$ cat src/rtl/spi_pkg.sv
// ============================================================================
// Module   : spi_pkg
// Brief    : Shared constants, state encoding and helpers for the SPI serializer.
// Revision : 1.0
// ============================================================================
`timescale 1ns/1ps
`default_nettype none

package spi_pkg;

  localparam int SPI_DATA_W = 8;

  typedef enum logic [0:0] {
    IDLE  = 1'b0,
    SHIFT = 1'b1
  } spi_tx_state_t;

  // Width of a counter spanning 0..data_w-1, never narrower than one bit.
  function automatic int spi_cnt_w(input int data_w);
    return (data_w > 2) ? $clog2(data_w) : 1;
  endfunction

endpackage

`default_nettype wire

$ cat src/rtl/spi_tx_hold.sv
// ============================================================================
// Module   : spi_tx_hold
// Brief    : One-entry holding register queueing the next byte to serialize.
// Revision : 1.0
// ============================================================================
`timescale 1ns/1ps
`default_nettype none

module spi_tx_hold
  import spi_pkg::*;
#(
  parameter int DATA_W = SPI_DATA_W
) (
  input  logic              clk,
  input  logic              rst_n,
  input  logic              push_i,
  input  logic              pop_i,
  input  logic              clear_i,
  input  logic [DATA_W-1:0] data_i,
  output logic              full_o,
  output logic [DATA_W-1:0] data_o
);

  logic              full_q;
  logic [DATA_W-1:0] data_q;

  always_ff @(posedge clk or negedge rst_n) begin
    if (!rst_n) begin
      full_q <= 1'b0;
      data_q <= '0;
    end else if (clear_i) begin
      full_q <= 1'b0;
      data_q <= '0;
    end else if (push_i) begin
      full_q <= 1'b1;
      data_q <= data_i;
    end else if (pop_i) begin
      full_q <= 1'b0;
    end
  end

  assign full_o = full_q;
  assign data_o = data_q;

endmodule

`default_nettype wire

$ cat src/rtl/spi_tx.sv
// ============================================================================
// Module   : spi_tx
// Brief    : LSB-first serializer with valid/ready byte input and one-byte queue.
// Revision : 1.0
// ============================================================================
`timescale 1ns/1ps
`default_nettype none

module spi_tx
  import spi_pkg::*;
#(
  parameter int DATA_W = SPI_DATA_W
) (
  input  logic              clk,
  input  logic              rst_n,
  input  logic [DATA_W-1:0] byte_in,
  input  logic              load,
  input  logic              flush,
  output logic              ready,
  output logic              bit_out,
  output logic              bit_valid,
  output logic              last,
  output logic              busy
);

  localparam int                 c_cnt_w    = spi_cnt_w(DATA_W);
  localparam logic [c_cnt_w-1:0] c_last_cnt = c_cnt_w'(DATA_W - 1);

  spi_tx_state_t      state_q, state_d;
  logic [DATA_W-1:0]  shift_q, shift_d;
  logic [c_cnt_w-1:0] cnt_q, cnt_d;

  logic              w_hold_full;
  logic              w_hold_push;
  logic              w_hold_pop;
  logic [DATA_W-1:0] w_hold_data;
  logic              w_accept;

  // ready is purely registered, so acceptance never loops back through load.
  assign ready    = ~w_hold_full;
  assign w_accept = load & ready & ~flush;

  spi_tx_hold #(
    .DATA_W (DATA_W)
  ) u_hold (
    .clk     (clk),
    .rst_n   (rst_n),
    .push_i  (w_hold_push),
    .pop_i   (w_hold_pop),
    .clear_i (flush),
    .data_i  (byte_in),
    .full_o  (w_hold_full),
    .data_o  (w_hold_data)
  );

  always_comb begin
    state_d     = state_q;
    shift_d     = shift_q;
    cnt_d       = cnt_q;
    w_hold_push = 1'b0;
    w_hold_pop  = 1'b0;
    if (flush) begin
      state_d = IDLE;
      shift_d = '0;
      cnt_d   = '0;
    end else begin
      unique case (state_q)
        IDLE: begin
          if (w_accept) begin
            shift_d = byte_in;
            cnt_d   = '0;
            state_d = SHIFT;
          end
        end
        SHIFT: begin
          if (cnt_q != c_last_cnt) begin
            shift_d     = shift_q >> 1;
            cnt_d       = cnt_q + 1'b1;
            w_hold_push = w_accept;
          end else if (w_hold_full) begin
            shift_d    = w_hold_data;
            cnt_d      = '0;
            w_hold_pop = 1'b1;
          end else if (w_accept) begin
            shift_d = byte_in;
            cnt_d   = '0;
          end else begin
            shift_d = '0;
            cnt_d   = '0;
            state_d = IDLE;
          end
        end
        default: state_d = IDLE;
      endcase
    end
  end

  always_ff @(posedge clk or negedge rst_n) begin
    if (!rst_n) begin
      state_q <= IDLE;
      shift_q <= '0;
      cnt_q   <= '0;
    end else begin
      state_q <= state_d;
      shift_q <= shift_d;
      cnt_q   <= cnt_d;
    end
  end

  assign bit_valid = (state_q == SHIFT);
  assign bit_out   = bit_valid & shift_q[0];
  assign last      = bit_valid & (cnt_q == c_last_cnt);
  assign busy      = bit_valid | ~ready;

endmodule

`default_nettype wire

$ cat config.mk
export PLATFORM = sky130hd
export DESIGN_NAME = spi_tx
export DESIGN_NICKNAME = d
export VERILOG_FILES = /design/src/rtl/spi_pkg.sv /design/src/rtl/spi_tx_hold.sv /design/src/rtl/spi_tx.sv
export SDC_FILE = /design/constraint.sdc
export NUM_CORES = 1
export LEC_CHECK = 0
export ABC_AREA = 0
export CAP_MARGIN = 15
export CELL_PAD_IN_SITES_DETAIL_PLACEMENT = 0
export CELL_PAD_IN_SITES_GLOBAL_PLACEMENT = 1
export CORE_MARGIN = 5
export CORE_UTILIZATION = 45
export CTS_BUF_LIST = sky130_fd_sc_hd__clkbuf_2
export CTS_CLUSTER_SIZE = 28
export DETAILED_ROUTE_END_ITERATION = 6
export GPL_TIMING_DRIVEN = 0
export PLACE_DENSITY_LB_ADDON = 0.1
export SETUP_SLACK_MARGIN = 0.02
export SYNTH_ARGS = -nofsm -noshare
export SYNTH_HDL_FRONTEND = slang
export SYNTH_SLANG_ARGS = --single-unit
$ cat constraint.sdc
create_clock -name clk -period 2.4 [get_ports clk]
set_input_delay 0.6 -clock clk [delete_from_list [all_inputs] [get_ports clk]]
set_output_delay 0.6 -clock clk [all_outputs]
set_load 0.005 [all_outputs]
==> run metrics <==
max-cap violations 0; first-pass GRT wire length 5000 um; Cell variety after synth 28; Initial Utilization 0.470; unrepaired setup endpoints after global routing false; Buf/Inv on CP 3; Hold WC Path Type flip-flop to flip-flop; P&R area growth vs syn 21.1%; non-filler cells, final 184; overall power 696 uW; pin count of the biggest net entering global routing 22; Antenna Violating Nets Remaining 0; drt drc 0; die width 60.9 um; CP required 1.80 ns; Tightest Pin Transition 0.959 ns; Post-Syn Area 0.00116 mm2; DRT iter0 DRCs 32; Via density 5.55; vias in the first global route 1081; final setup fails 0; Fin. Hold Viols 0; DIE AREA 0.00370 mm2; WHS 0.554 ns; Pwr Density 494 mW/mm2; cell type contributing the most total cell area after synthesis dfrtp_1; met2 usage 0.322; core area 0.00248 mm2; Post-synth EDFFs 0; CTS H-tree depth 1; Max stage delay on crit path 0.49 ns; post-layout util 0.569; DP Wirelength 2020 um; Avg Inst Size Synth 8.82 um2; via count 1021; Mapped Nets 146; cts bufs inserted 3; post-synth top area share 0.452; asr flop ratio synth 1.00; Seq/Total Area, Yosys 0.452; pins over their slew limit 0; Crit. End Element output port; number of buffers inserted by hold repair at cts 0; most frequent cells in the layout nand2_1 (34), dfrtp_1 (21), clkdlybuf4s50_1 (15); Setup CP Type flip-flop to output port; worst skew pair latency 0.31 ns; most common cell after layout, fill and taps aside nand2_1; top_reg_cell synth dfrtp_1; Rows 18; root buf cell clkbuf_2; Final min period 2.27 ns; antenna fix cells 0; CTS tree built; Clk pin slew, worst setup/hold paths 0.20 ns; Crit path max-delay family buffers and inverters; Clock Skew 0.0116 ns; Final period util 0.944; height of the die 60.9 um; ratio of cells with drive above 1 in the final layout 0.156; synth top area cells dfrtp_1 (45%), nand2_1 (11%), a21oi_1 (6.0%); Max-slew headroom 0.359; grt peak-use layer met2; Data arrival, critical path 1.67 ns; Max Root-Sink Buffers 2; post-layout net count 169; CP Max Fanout 10; GRT overflow 0; initial antenna violation count 0; #FFs+latches synth 21; leakage power 0.000658 uW; maximum vdd drop 0.396 mV; Cell Chain, Critical Path buf_6, buf_4, and2_1, clkdlybuf4s50_1; Mapped Cells 132; clock sinks 21; M3 GR Usage 0.0234; IO Port Bufs 16; wire per inst 15.8 um; Global Route Usage Sum 0.186; final wirelength 2910 um; Slowest cell on crit path clkdlybuf4s50_1; Top-Level Pins 17; Syn. warnings 0; Setup TNS 0 ns; status finished, final reports clean; crit start category flip-flop; M1 GR Usage 0.225; GPL Wtd Cong 0.827; Inst Count DP 178; f_max 441 MHz; First-pass DRT Iterations 4
[state kept, by name, indices dropped and copies added, names as in the netlist]
register       count
bit_valid          1
u_hold.full_o      1
u_hold.data_o      8
shift_q            8
cnt_q              3
[tightest hold or removal path, delay by kind of cell, from the launching register on]
family	cells	cell delay, ns
flip-flops	1	0.43
AO/OA/AOI/OAI	1	0.05
AND/OR/NAND/NOR	1	0.07
[stage by stage]
step | setup slack [ns] | area (um2)
detailed placement | 0.159 | 1360
global route | 0.0200 | 1410
floorplan | 0.728 | 1160
global placement | 0.168 | 1360
finish | 0.135 | 1410
CTS | 0.0492 | 1400
[area by class of cell]
type	instances	area [um2]
Clock buffer	4	20.0
Sequential cell	21	526
Tap cell	30	37.5
Buffer	10	80.1
Timing Repair Buffer	18	174
Fill cell	236	1070
Multi-Input combinational cell	97	557
Inverter	4	15.0
[report_power, final]
group,internal [uW],leakage (uW),switching [uW]
registers,374,0.000285,11.7
clock network,44.1,0.0000166,105
logic,72.2,0.000357,88.4
[cells by family (layout without fill, tap and decap cells)]
| group | after synthesis | in the layout | share of synthesized area |
|---|---|---|---|
| AOI/OAI and AO/OA | 41 | 41 | 0.223 |
| adders and majority gates | 2 | 2 | 0.0215 |
| buffers and inverters | 14 | 36 | 0.0742 |
| DFF | 21 | 21 | 0.452 |
| muxes | 1 | 1 | 0.00860 |
| and+or+nand+nor | 53 | 53 | 0.222 |
[timing repair]
action                                  in CTS  in global routing
setup buffers                                2                  0
endpoints found under the setup margin       1                  2
gates resized for setup                      4                  3
[layer usage]
metal | up-vias | routed length, um
met5 | - | 0
met4 | 0 | 23
met3 | 4 | 126
met2 | 23 | 1470
met1 | 490 | 1290
li1 | 504 | -
[path summary, 6_finish.rpt]
kind	depth (start not counted)	from	end	slack, ns
worst max-delay path	4	bit_valid$_DFF_PN0_	bit_out	0.13
worst min-delay path	2	shift_q[3]$_DFFE_PN0P_	shift_q[3]$_DFFE_PN0P_	0.55
worst max register to register	8	cnt_q[0]$_DFFE_PN0P_	u_hold.data_o[7]$_DFFE_PN0P_	0.54
worst min register to register	2	shift_q[3]$_DFFE_PN0P_	shift_q[3]$_DFFE_PN0P_	0.55
max in group asynchronous	1	rst_n	u_hold.data_o[2]$_DFFE_PN0P_	1.03
min in group asynchronous	1	rst_n	shift_q[6]$_DFFE_PN0P_	0.78
[cell usage after synthesis, types with 2 or more instances]
library cell  instances
o21a_1                5
nand2b_1              2
ha_1                  2
dfrtp_1              21
buf_2                 6
o21ai_0               4
buf_6                 3
a31oi_1               5
nand2_1              35
o22ai_1               2
nor2_1                5
inv_1                 4
a21oi_1              14
nand3_1               4
o211ai_1              7
No activity file was read; power rests on OpenSTA's default activity.
